`src/rtl/morphle_cfg_pkg.sv`:
```
// Shared definitions for the Morphle configuration loader: register map,
// register bit positions and the confclk sequencer state encoding.
package morphle_cfg_pkg;

  localparam logic [1:0] ADDR_CTRL   = 2'd0;
  localparam logic [1:0] ADDR_DATA   = 2'd1;
  localparam logic [1:0] ADDR_STATUS = 2'd2;
  localparam logic [1:0] ADDR_RDBK   = 2'd3;

  localparam int CTRL_BLKRST   = 0;
  localparam int CTRL_HALF_LSB = 8;

  localparam int ST_BUSY      = 0;
  localparam int ST_EMPTY     = 1;
  localparam int ST_FULL      = 2;
  localparam int ST_LEVEL_LSB = 4;
  localparam int ST_COUNT_LSB = 16;

  localparam int COUNT_W = 16;

  typedef enum logic [1:0] {
    S_IDLE  = 2'd0,
    S_SETUP = 2'd1,
    S_HIGH  = 2'd2
  } state_t;

endpackage

```
`src/rtl/morphle_cfg_fifo.sv`:
```
// Small synchronous FIFO holding configuration column words. Exposes the head
// and the entry behind it so the sequencer can chain pulses without a bubble.
module morphle_cfg_fifo #(
  parameter int WIDTH = 16,
  parameter int DEPTH = 4
) (
  input  logic                     clk,
  input  logic                     rst_n,
  input  logic                     flush,
  input  logic                     push,
  input  logic [WIDTH-1:0]         din,
  input  logic                     pop,
  output logic [WIDTH-1:0]         head,
  output logic [WIDTH-1:0]         head_next,
  output logic [$clog2(DEPTH):0]   level,
  output logic                     empty,
  output logic                     full
);

  localparam int AW = $clog2(DEPTH);
  localparam int LW = AW + 1;

  logic [WIDTH-1:0] mem [DEPTH];
  logic [AW-1:0]    wr_ptr;
  logic [AW-1:0]    rd_ptr;
  logic [AW-1:0]    rd_ptr_nxt;
  logic             do_push;
  logic             do_pop;

  assign empty      = (level == '0);
  assign full       = (level == LW'(DEPTH));
  assign do_pop     = pop & ~empty;
  // A push into a full FIFO is accepted only when a pop frees a slot this cycle.
  assign do_push    = push & (~full | do_pop);
  assign rd_ptr_nxt = rd_ptr + 1'b1;
  assign head       = mem[rd_ptr];
  assign head_next  = mem[rd_ptr_nxt];

  always_ff @(posedge clk or negedge rst_n) begin
    if (!rst_n) begin
      wr_ptr <= '0;
      rd_ptr <= '0;
      level  <= '0;
    end else if (flush) begin
      wr_ptr <= '0;
      rd_ptr <= '0;
      level  <= '0;
    end else begin
      if (do_push) wr_ptr <= wr_ptr + 1'b1;
      if (do_pop)  rd_ptr <= rd_ptr_nxt;
      case ({do_push, do_pop})
        2'b10:   level <= level + 1'b1;
        2'b01:   level <= level - 1'b1;
        default: level <= level;
      endcase
    end
  end

  // NOTE: storage has no reset; the pointers and level alone define validity.
  always_ff @(posedge clk) begin
    if (do_push && !flush) mem[wr_ptr] <= din;
  end

endmodule

```
`src/rtl/morphle_cfg_loader.sv`:
```
// Wishbone slave that replays queued column words onto yblock as confclk
// pulses with programmable half-period, capturing cbitout at each rise.
module morphle_cfg_loader
  import morphle_cfg_pkg::*;
#(
  parameter int BLOCKWIDTH = 16,
  parameter int FIFO_DEPTH = 4,
  parameter int DIV_W      = 8
) (
  input  logic                  wb_clk_i,
  input  logic                  wb_rst_ni,
  input  logic                  wbs_stb_i,
  input  logic                  wbs_cyc_i,
  input  logic                  wbs_we_i,
  input  logic [3:0]            wbs_sel_i,
  input  logic [31:0]           wbs_dat_i,
  input  logic [31:0]           wbs_adr_i,
  output logic                  wbs_ack_o,
  output logic [31:0]           wbs_dat_o,
  output logic                  cfg_reset_o,
  output logic                  confclk_o,
  output logic [BLOCKWIDTH-1:0] cbitin_o,
  input  logic [BLOCKWIDTH-1:0] cbitout_i,
  output logic                  busy_o
);

  localparam int LW = $clog2(FIFO_DEPTH) + 1;
  localparam logic [LW-1:0] LVL_ONE = LW'(1);

  // Bus decode and register state
  logic                  valid;
  logic [1:0]            reg_sel;
  logic                  data_wr;
  logic                  stall;
  logic                  ack_set;
  logic                  wr_en;
  logic                  ctrl_wr;
  logic                  flush;
  logic                  push;
  logic [31:0]           rd_data;
  logic                  blkrst_q;
  logic [DIV_W-1:0]      half_q;
  logic [DIV_W-1:0]      half_m1;

  // FIFO interface
  logic [BLOCKWIDTH-1:0] fifo_head;
  logic [BLOCKWIDTH-1:0] fifo_head_next;
  logic [LW-1:0]         fifo_level;
  logic                  fifo_empty;
  logic                  fifo_full;
  logic                  fifo_pop;

  // Sequencer state
  state_t                state_q, state_n;
  logic [DIV_W-1:0]      cnt_q, cnt_n;
  logic                  confclk_q, confclk_n;
  logic [BLOCKWIDTH-1:0] cbitin_q, cbitin_n;
  logic [BLOCKWIDTH-1:0] rdbk_q, rdbk_n;
  logic [COUNT_W-1:0]    pulse_q, pulse_n;

  logic                  unused_bits;
  assign unused_bits = ^{wbs_adr_i[31:4], wbs_adr_i[1:0], wbs_dat_i[31:16], wbs_sel_i[3:2]};

  assign valid   = wbs_cyc_i & wbs_stb_i;
  assign reg_sel = wbs_adr_i[3:2];
  assign data_wr = valid & wbs_we_i & (reg_sel == ADDR_DATA);
  // While the block is held in reset a stalled word can never drain, so it is acked and dropped.
  assign stall   = data_wr & fifo_full & ~fifo_pop & ~blkrst_q;
  assign ack_set = valid & ~wbs_ack_o & ~stall;
  assign wr_en   = valid & wbs_ack_o & wbs_we_i;
  assign ctrl_wr = wr_en & (reg_sel == ADDR_CTRL);
  assign push    = wr_en & (reg_sel == ADDR_DATA);
  assign flush   = ctrl_wr & wbs_sel_i[0] & wbs_dat_i[CTRL_BLKRST];
  assign half_m1 = (half_q == '0) ? '0 : half_q - 1'b1;

  assign busy_o      = (state_q != S_IDLE) | ~fifo_empty;
  assign cfg_reset_o = blkrst_q;
  assign confclk_o   = confclk_q;
  assign cbitin_o    = cbitin_q;

  morphle_cfg_fifo #(
    .WIDTH (BLOCKWIDTH),
    .DEPTH (FIFO_DEPTH)
  ) u_fifo (
    .clk       (wb_clk_i),
    .rst_n     (wb_rst_ni),
    .flush     (flush),
    .push      (push),
    .din       (wbs_dat_i[BLOCKWIDTH-1:0]),
    .pop       (fifo_pop),
    .head      (fifo_head),
    .head_next (fifo_head_next),
    .level     (fifo_level),
    .empty     (fifo_empty),
    .full      (fifo_full)
  );

  always_comb begin
    rd_data = '0;
    case (reg_sel)
      ADDR_CTRL: begin
        rd_data[CTRL_BLKRST]               = blkrst_q;
        rd_data[CTRL_HALF_LSB +: DIV_W]    = half_q;
      end
      ADDR_STATUS: begin
        rd_data[ST_BUSY]                   = busy_o;
        rd_data[ST_EMPTY]                  = fifo_empty;
        rd_data[ST_FULL]                   = fifo_full;
        rd_data[ST_LEVEL_LSB +: 4]         = 4'(fifo_level);
        rd_data[ST_COUNT_LSB +: COUNT_W]   = pulse_q;
      end
      ADDR_RDBK: rd_data[BLOCKWIDTH-1:0]   = rdbk_q;
      default:   rd_data                   = '0;
    endcase
  end

  always_ff @(posedge wb_clk_i or negedge wb_rst_ni) begin
    if (!wb_rst_ni) begin
      wbs_ack_o <= 1'b0;
      wbs_dat_o <= '0;
      blkrst_q  <= 1'b1;
      half_q    <= DIV_W'(1);
    end else begin
      wbs_ack_o <= ack_set;
      wbs_dat_o <= (ack_set && !wbs_we_i) ? rd_data : '0;
      if (ctrl_wr && wbs_sel_i[0]) blkrst_q <= wbs_dat_i[CTRL_BLKRST];
      if (ctrl_wr && wbs_sel_i[1]) half_q   <= wbs_dat_i[CTRL_HALF_LSB +: DIV_W];
    end
  end

  always_comb begin
    // NOTE: every next-state value defaults to its hold value so no latch is inferred.
    state_n   = state_q;
    cnt_n     = cnt_q;
    confclk_n = confclk_q;
    cbitin_n  = cbitin_q;
    rdbk_n    = rdbk_q;
    pulse_n   = pulse_q;
    fifo_pop  = 1'b0;
    if (flush || blkrst_q) begin
      state_n   = S_IDLE;
      confclk_n = 1'b0;
    end else begin
      case (state_q)
        S_IDLE: begin
          if (!fifo_empty) begin
            state_n  = S_SETUP;
            cbitin_n = fifo_head;
            cnt_n    = half_m1;
          end
        end
        S_SETUP: begin
          if (cnt_q == '0) begin
            state_n   = S_HIGH;
            confclk_n = 1'b1;
            rdbk_n    = cbitout_i;
            pulse_n   = pulse_q + 1'b1;
            cnt_n     = half_m1;
          end else begin
            cnt_n = cnt_q - 1'b1;
          end
        end
        S_HIGH: begin
          if (cnt_q == '0) begin
            confclk_n = 1'b0;
            fifo_pop  = 1'b1;
            // The falling edge starts the next word's setup window directly.
            if (fifo_level > LVL_ONE) begin
              state_n  = S_SETUP;
              cbitin_n = fifo_head_next;
              cnt_n    = half_m1;
            end else begin
              state_n = S_IDLE;
            end
          end else begin
            cnt_n = cnt_q - 1'b1;
          end
        end
        default: state_n = S_IDLE;
      endcase
    end
  end

  always_ff @(posedge wb_clk_i or negedge wb_rst_ni) begin
    if (!wb_rst_ni) begin
      state_q   <= S_IDLE;
      cnt_q     <= '0;
      confclk_q <= 1'b0;
      cbitin_q  <= '0;
      rdbk_q    <= '0;
      pulse_q   <= '0;
    end else begin
      state_q   <= state_n;
      cnt_q     <= cnt_n;
      confclk_q <= confclk_n;
      cbitin_q  <= cbitin_n;
      rdbk_q    <= rdbk_n;
      pulse_q   <= pulse_n;
    end
  end

endmodule

```
`config.mk`:
```
export PLATFORM = sky130hd
export DESIGN_NAME = morphle_cfg_loader
export DESIGN_NICKNAME = d
export VERILOG_FILES = /design/src/rtl/morphle_cfg_pkg.sv /design/src/rtl/morphle_cfg_fifo.sv /design/src/rtl/morphle_cfg_loader.sv
export SDC_FILE = /design/constraint.sdc
export NUM_CORES = 1
export LEC_CHECK = 0
export ABC_AREA = 1
export BUFFER_PORTS_ARGS = -buffer_cell sky130_fd_sc_hd__buf_2
export CAP_MARGIN = 5
export CORE_ASPECT_RATIO = 0.75
export CORE_UTILIZATION = 45
export DETAILED_ROUTE_END_ITERATION = 10
export PLACE_DENSITY = 0.69
export SLEW_MARGIN = 5
export SYNTH_ARGS = -nofsm -noshare
export SYNTH_HDL_FRONTEND = slang
export SYNTH_SLANG_ARGS = --single-unit
```
`constraint.sdc`:
```
create_clock -name wb_clk_i -period 4.1 [get_ports wb_clk_i]
set_input_delay 0.41 -clock wb_clk_i [delete_from_list [all_inputs] [get_ports wb_clk_i]]
set_output_delay 0.41 -clock wb_clk_i [all_outputs]
set_load 0.02 [all_outputs]
```
==> summary.txt, run 1 <==
Clocking
  – CTS Sinks: 172
  – Clock-pin transition on the worst setup and hold timing paths: about 0.070 ns
  – Hold buffers post-CTS: 1
  – Post-CTS setup repair buffer count: 0
  – H-tree depth: 4
  – Max Root-Sink Buffers: 2
  – TritonCTS buffer count: 17
  – Post_cts resized: 0
  – CTS root buffer: clkbuf_16
  – Clock latency on the worst-skew pair: 0.44 ns
  – CTS tree: yes

Final layout
  – Share of cells above drive strength 1: 18.2%
  – Area Overhead vs Synth: 14.9%
  – Design area: between 9000 and 10000 um2
  – Final Util: 53.2%
  – Nets: 1072

Power
  – Peak VDD IR: 0.000330 V
  – Pint: 2.98 mW
  – Clk pwr share: approximately 34%
  – Sw Share: 30.5%
  – Net Sw Power: 1.31 mW
  – Combinational Power Share: 18.4%
  – Part of the power in registers: 47.5%
  – PD cells: 452 nW/um2
  – LEAKAGE: between 4 and 5 nW

Route
  – Met2 WL: 8.48 mm
  – Vias: about 6.3k
  – DRT Wirelength: about 19 mm
  – Met3 wire len: 1.09 mm
  – WL met1: just over 9 mm
  – Remaining antenna violation count after routing: 0
  – DRC viols: 0
  – Top layer in use: met4
  – Per-cell routed wire length: 15.6 um
  – Routed vias/inst: between 5 and 6
  – Initial drt markers: 474
  – Pre-antenna DRT Iters: 5

Synthesis
  – Sequential fraction of the synthesis area: 56.0%
  – Synth top area cells: dfrtp_1 (32%), edfxtp_1 (23%), nand2_1 (10%), o21ai_0 (3.6%), nor2_1 (3.5%)
  – Area leader, netlist: dfrtp_1
  – Syn avg cell area: between 9 and 10 um2
  – Mapped Cells: 872
  – Area share of the largest cell type after synthesis: around a third
  – Synth unique cells: 48
  – Ys Warns: 0
  – Yosys reg bits: 172
  – Syn nets: a little under 1k
  – Synthesized area: about 8300 um2

Critical path
  – Critical path peak fanout: 28
  – Reg2Reg Depth: 7
  – Worst reg2reg startpoint: u_fifo.rd_ptr[0]
  – Setup crit end kind: register
  – Setup crit start: u_fifo.rd_ptr[0]
  – Critical R2R Capture: cbitin_o[10]
  – Crit Path Category: register to register
  – CP endpoint: cbitin_o[10]
  – Critical path arrival: 3.27 ns
  – Startpoint type of the worst setup path: register
  – Reg-to-reg setup timing slack: 1.15 ns
  – Worst EP required: 4.41 ns

Global routing
  – Largest net degree at the start of global routing: 43
  – Gr ovfl total: 0
  – Vias in the first global route: 6008
  – Initial antenna violation count: 1
  – Total GRT Usage: 21.6%
  – First-pass GRT wire length: 30.8 mm

Min path
  – WHS Path Cells: 3
  – Class of the worst hold path: input port to register

Timing
  – FMAX: 339 MHz
  – Slew headroom: 34.9%
  – Worst-margin pin slew: 0.976 ns
  – Final hold slack: about 0.16 ns
  – Unrepaired setup endpoints after global routing: false
  – Skew final: 0.00807 ns
  – Fin crit period: 2.95 ns
  – Setup WS post-layout: around 1.1 ns
  – # setup viols final: 0
  – Final Hold Fails: 0
  – Setup TNS Final: 0 ns
  – Final worst-path cycle share: between 70% and 80%
  – Pins Over Slew Limit: 0

Run status
  – Status: completed

Flow run
  – Maxcap violations: 0

Floorplan
  – Die Wd: 158 um
  – Top Ports: roughly 140
  – Starting Density: 46.3%
  – # rows: 42
  – Die H: ~120 um
  – Core area: 17800 um2
  – Die footprint: 18900 um2

Place
  – Placer congestion estimate: 0.857
  – Setup WS pre-CTS: ~1.1 ns
  – PortBufs: between 90 and 100
  – HPWL after detailed placement: roughly 13 mm
  – DP Area: between 8000 and 9000 um2
==> worst max-delay path, cell delays in order, from the launching register on <==
cell,delay (ns)
dfrtp_1,0.95
clkinv_1,0.73
buf_4,0.44
nand2_1,0.08
o21ai_0,0.10
o2bb2ai_1,0.14
o2111ai_1,0.28
nand2_1,0.08
==> state kept, by name (all words and copies together) (netlist names) <==
signal         flops
confclk_o          1
state_q            2
cnt_q              8
u_fifo.level       3
wbs_dat_o         32
u_fifo.mem        64
rdbk_q            16
cfg_reset_o        1
half_q             8
u_fifo.wr_ptr      2
pulse_q           16
wbs_ack_o          1
cbitin_o          16
u_fifo.rd_ptr      2
==> per-stage QoR <==
stage | std cells | total power [mW]
floorplan | 872 | 2.61
global placement | 1184 | 2.84
detailed placement | 1184 | 2.86
CTS | 1217 | 4.32
global route | 1218 | 4.50
finish | 1218 | 4.29
==> worst min path at each step <==
stage	end	from	slack [ns]
3_5_place_dp	wbs_dat_o[26]	wb_rst_ni	0.44
3_3_place_gp	wbs_dat_o[26]	wb_rst_ni	0.45
5_1_grt	rdbk_q[1]	cbitout_i[1]	0.17
6_report	rdbk_q[7]	cbitout_i[7]	0.16
4_1_cts	rdbk_q[7]	cbitout_i[7]	0.15
2_1_floorplan	cbitin_o[0]	wb_rst_ni	0.11
==> synth_stat cells (all sizes together) <==
library cell and n:
nand3 41, buf 17, xnor2 4, a221oi 3, o21bai 1, or2 2
a41oi 1, a22oi 1, nor2 88, a211oi 10, nor3 13, a21oi 37
inv 82, o2111ai 13, mux2 2, xor2 15, nand2 231, ha 21
nand4 10, clkbuf 18, clkinv 2, o211ai 1, o21ai 66, edfxtp 64
o2bb2ai 13, nor4 2, dfrtp 106, a31oi 1, dfstp 2, o22ai 5
==> cells by family (layout without fill, tap and decap cells) <==
group,Yosys count,after routing,synth area share (%)
other,0,1,0
muxes,2,2,0.273
AOI/OAI and AO/OA,152,152,11.1
buffers and inverters,119,222,6.11
and+or+nand+nor,387,387,21.3
xor gates and xnor gates,19,19,2.02
adders and majority gates,21,21,3.18
DFF,172,172,56.0
==> power by group through the flow <==
| stage | registers [mW] | logic (mW) | clock network [mW] |
|---|---|---|---|
| final | 2.04 | 0.788 | 1.47 |
| after global routing | 2.06 | 0.883 | 1.56 |
| after CTS | 2.04 | 0.792 | 1.49 |
| after detailed placement | 2.07 | 0.789 | 0 |
| after global placement | 2.07 | 0.775 | 0 |
| after floorplan | 2.15 | 0.461 | 0 |
==> layout make-up <==
cell class | count | area (um2)
Clock buffer | 19 | 443
Multi-Input combinational cell | 581 | 3120
Inverter | 84 | 318
Antenna cell | 1 | 2.50
Tap cell | 242 | 303
Timing Repair Buffer | 106 | 571
Sequential cell | 172 | 4630
Clock inverter | 13 | 95.1
Fill cell | 1575 | 8330
==> layer usage <==
metal,GRT usage (%),up-vias
li1,-,3088
met1,30.6,3003
met2,32.4,174
met3,4.66,31
met4,8.11,0
met5,0,-
==> cell usage in the layout (no fill, tap or decap), drive strengths merged, types with 21 or more instances in the layout <==
master    n
nor2     88
buf     105
inv      84
o21ai    66
a21oi    37
ha       21
dfrtp   106
nand3    41
edfxtp   64
nand2   231
No activity file was read; power rests on OpenSTA's default activity.
==> run 2: changes to the inputs <==
- clock period: 4.1 -> 2.75 ns (I/O delays scaled with it)
==> run 2 against run 1 <==
Compared with the run above:
- non-clock buffer count grew 8
- clock power increased by 62%
- die area stayed put
- clock skew increased by 0.0034 ns
- critical path depth is 4 higher
- core utilization rose by 0.75 points
- maximum frequency is 29% higher
- register-to-register slack got worse by 0.70 ns
- count of clock-buffer cells in the layout grew 4
- sequential cell count did not move
- critical endpoint is now u_fifo.mem[3][3]
- highest routed layer unchanged
==> summary.txt, run 2 (synthesized netlist as in run 1, its figures left out) <==
Final layout
  – Final Util: 54.0%
  – Max reg flops: 64
  – Nets: approximately 1.1k
  – Commonest non-fill, non-tap cell in the layout: nand2_1
  – Design area: 9620 um2
  – Share of cells above drive strength 1: 18.8%
  – Non-filler cells in the finished layout: 1225
  – # diodes: 0
  – Area Overhead vs Synth: 16.5%
  – Largest Register: u_fifo.mem
  – Biggest regs: u_fifo.mem x64, wbs_dat_o x32
  – Most frequent cells in the layout: nand2_1 (222), dfrtp_1 (106), buf_2 (91)

Timing
  – Setup TNS Final: 0 ns
  – Setup WS post-layout: 0.452 ns
  – Worst-margin pin slew: 1.18 ns
  – Final Hold Fails: 0
  – Final worst-path cycle share: 83.6%
  – FMAX: between 400 and 500 MHz
  – Fin crit period: about 2.3 ns
  – # setup viols final: 0
  – Final hold slack: around 0.038 ns
  – Skew final: 0.0114 ns
  – Slew headroom: 21.4%
  – Pins Over Slew Limit: 0
  – Unrepaired setup endpoints after global routing: false

Clocking
  – TritonCTS buffer count: 17
  – CTS Sinks: 172
  – Post_cts resized: 0
  – CTS tree: yes
  – CTS root buffer: clkbuf_16
  – H-tree depth: 4
  – Clock-pin transition on the worst setup and hold timing paths: 0.07 ns
  – Max Root-Sink Buffers: 2
  – Clock latency on the worst-skew pair: 0.43 ns
  – Post-CTS setup repair buffer count: 0

Critical path
  – Worst EP required: about 2.9 ns
  – Crit Path Category: register to register
  – Critical path arrival: 2.40 ns
  – Critical path peak fanout: 16
  – CP max-delay cell: dfrtp_1
  – CP max stage delay: 0.38 ns
  – Cells along the critical path: inv_1 > ha_1 > nand2_2 > nor3_4 > nand3_1 > nand2_1 > nand2_1 > nor2_2 > inv_1 > nor2_1 > buf_4
  – Combined buffer and inverter count along the critical path: 3
  – Setup crit end kind: register
  – Startpoint type of the worst setup path: register
  – CP top delay family: simple AND/OR/NAND/NOR gates

Run status
  – Status: completed

Power
  – Part of the power in registers: 45.9%
  – LEAKAGE: 4.54 nW
  – Clk pwr share: 36.0%
  – Pint: 4.65 mW
  – PD cells: 686 nW/um2
  – Power Total: 6.60 mW
  – Net Sw Power: 1.95 mW
  – Sw Share: between 20% and 30%
  – Combinational Power Share: 18.0%
  – Peak VDD IR: 0.000337 V

Global routing
  – Initial antenna violation count: 0
  – Gr ovfl total: 0
  – Met2 GRT Util: 31.8%
  – Busiest grt layer: met2
  – GR Util met3: 4.88%
  – Vias in the first global route: 6109
  – Total GRT Usage: 21.5%
  – Met1 usage: 31.4%
  – First-pass GRT wire length: 31.0 mm
  – Largest net degree at the start of global routing: 52

Place
  – DP Area: about 9000 um2
  – PortBufs: 92
  – Placed Cells: roughly 1.2k
  – HPWL after detailed placement: 13.0 mm
  – Setup WS pre-CTS: 0.455 ns
  – Placer congestion estimate: 0.848

Route
  – Remaining antenna violation count after routing: 0
  – Vias: 6310
  – DRC viols: 0
  – Routed vias/inst: 5.15
  – Per-cell routed wire length: ~15 um
  – DRT Wirelength: between 15 and 20 mm
  – Pre-antenna DRT Iters: 5
  – Initial drt markers: roughly 500

Floorplan
  – Die Wd: 158 um
  – Core area: 17800 um2
  – Die H: 119 um
  – Starting Density: approximately 46%
  – # rows: 42
  – Top Ports: ~140
  – Die footprint: 18900 um2

Flow run
  – Maxcap violations: 0

Min path
  – Class of the worst hold path: input port to register
run 2: worst reg2reg max path: cells and delay by family (launching register included):
family	cells	cell delay [ns]
adder cells (fa/ha/maj)	1	0.17
AND/OR/NAND/NOR	7	0.93
buffers and inverters	3	0.49
flip-flops	1	0.38
run 2: area by class of cell:
| class | instances | area (um2) |
|---|---|---|
| inverters | 84 | 318 |
| clock inverters | 9 | 70.1 |
| flip-flops and latches | 172 | 4630 |
| well taps | 242 | 303 |
| repair buffers | 114 | 643 |
| fillers | 1558 | 8200 |
| clock buffers | 23 | 532 |
| multi-input cells | 581 | 3120 |
run 2: per-layer routing:
metal | up-vias | share of wire [%]
met2 | 171 | 45
li1 | 3113 | -
met5 | - | 0
met4 | 0 | 1.2
met3 | 21 | 5.4
met1 | 3005 | 49
run 2: path summary, 6_finish.rpt:
kind,depth (start not counted),from,end,slack [ns]
min reg2reg,1,pulse_q[6],pulse_q[6],0.48
min,3,cbitout_i[6],rdbk_q[6],0.04
max,11,cnt_q[0],u_fifo.mem[3][3],0.45
min in group asynchronous,2,wb_rst_ni,wbs_dat_o[28],0.40
max reg2reg,11,cnt_q[0],u_fifo.mem[3][3],0.45
max in group asynchronous,3,wb_rst_ni,cfg_reset_o,1.54
run 2: timing repair:
action,in CTS,in global routing
hold buffers,1,0
endpoints found under the setup margin,0,0
endpoints found under the hold margin,47,0
run 2: power groups by stage:
stage	Clock, mW	Sequential (mW)	Combinational [mW]
2_1_floorplan	0	3.20	0.688
3_3_place_gp	0	3.07	1.16
3_5_place_dp	0	3.08	1.19
4_1_cts	2.41	3.03	1.20
5_1_grt	2.53	3.07	1.34
6_report	2.38	3.03	1.19
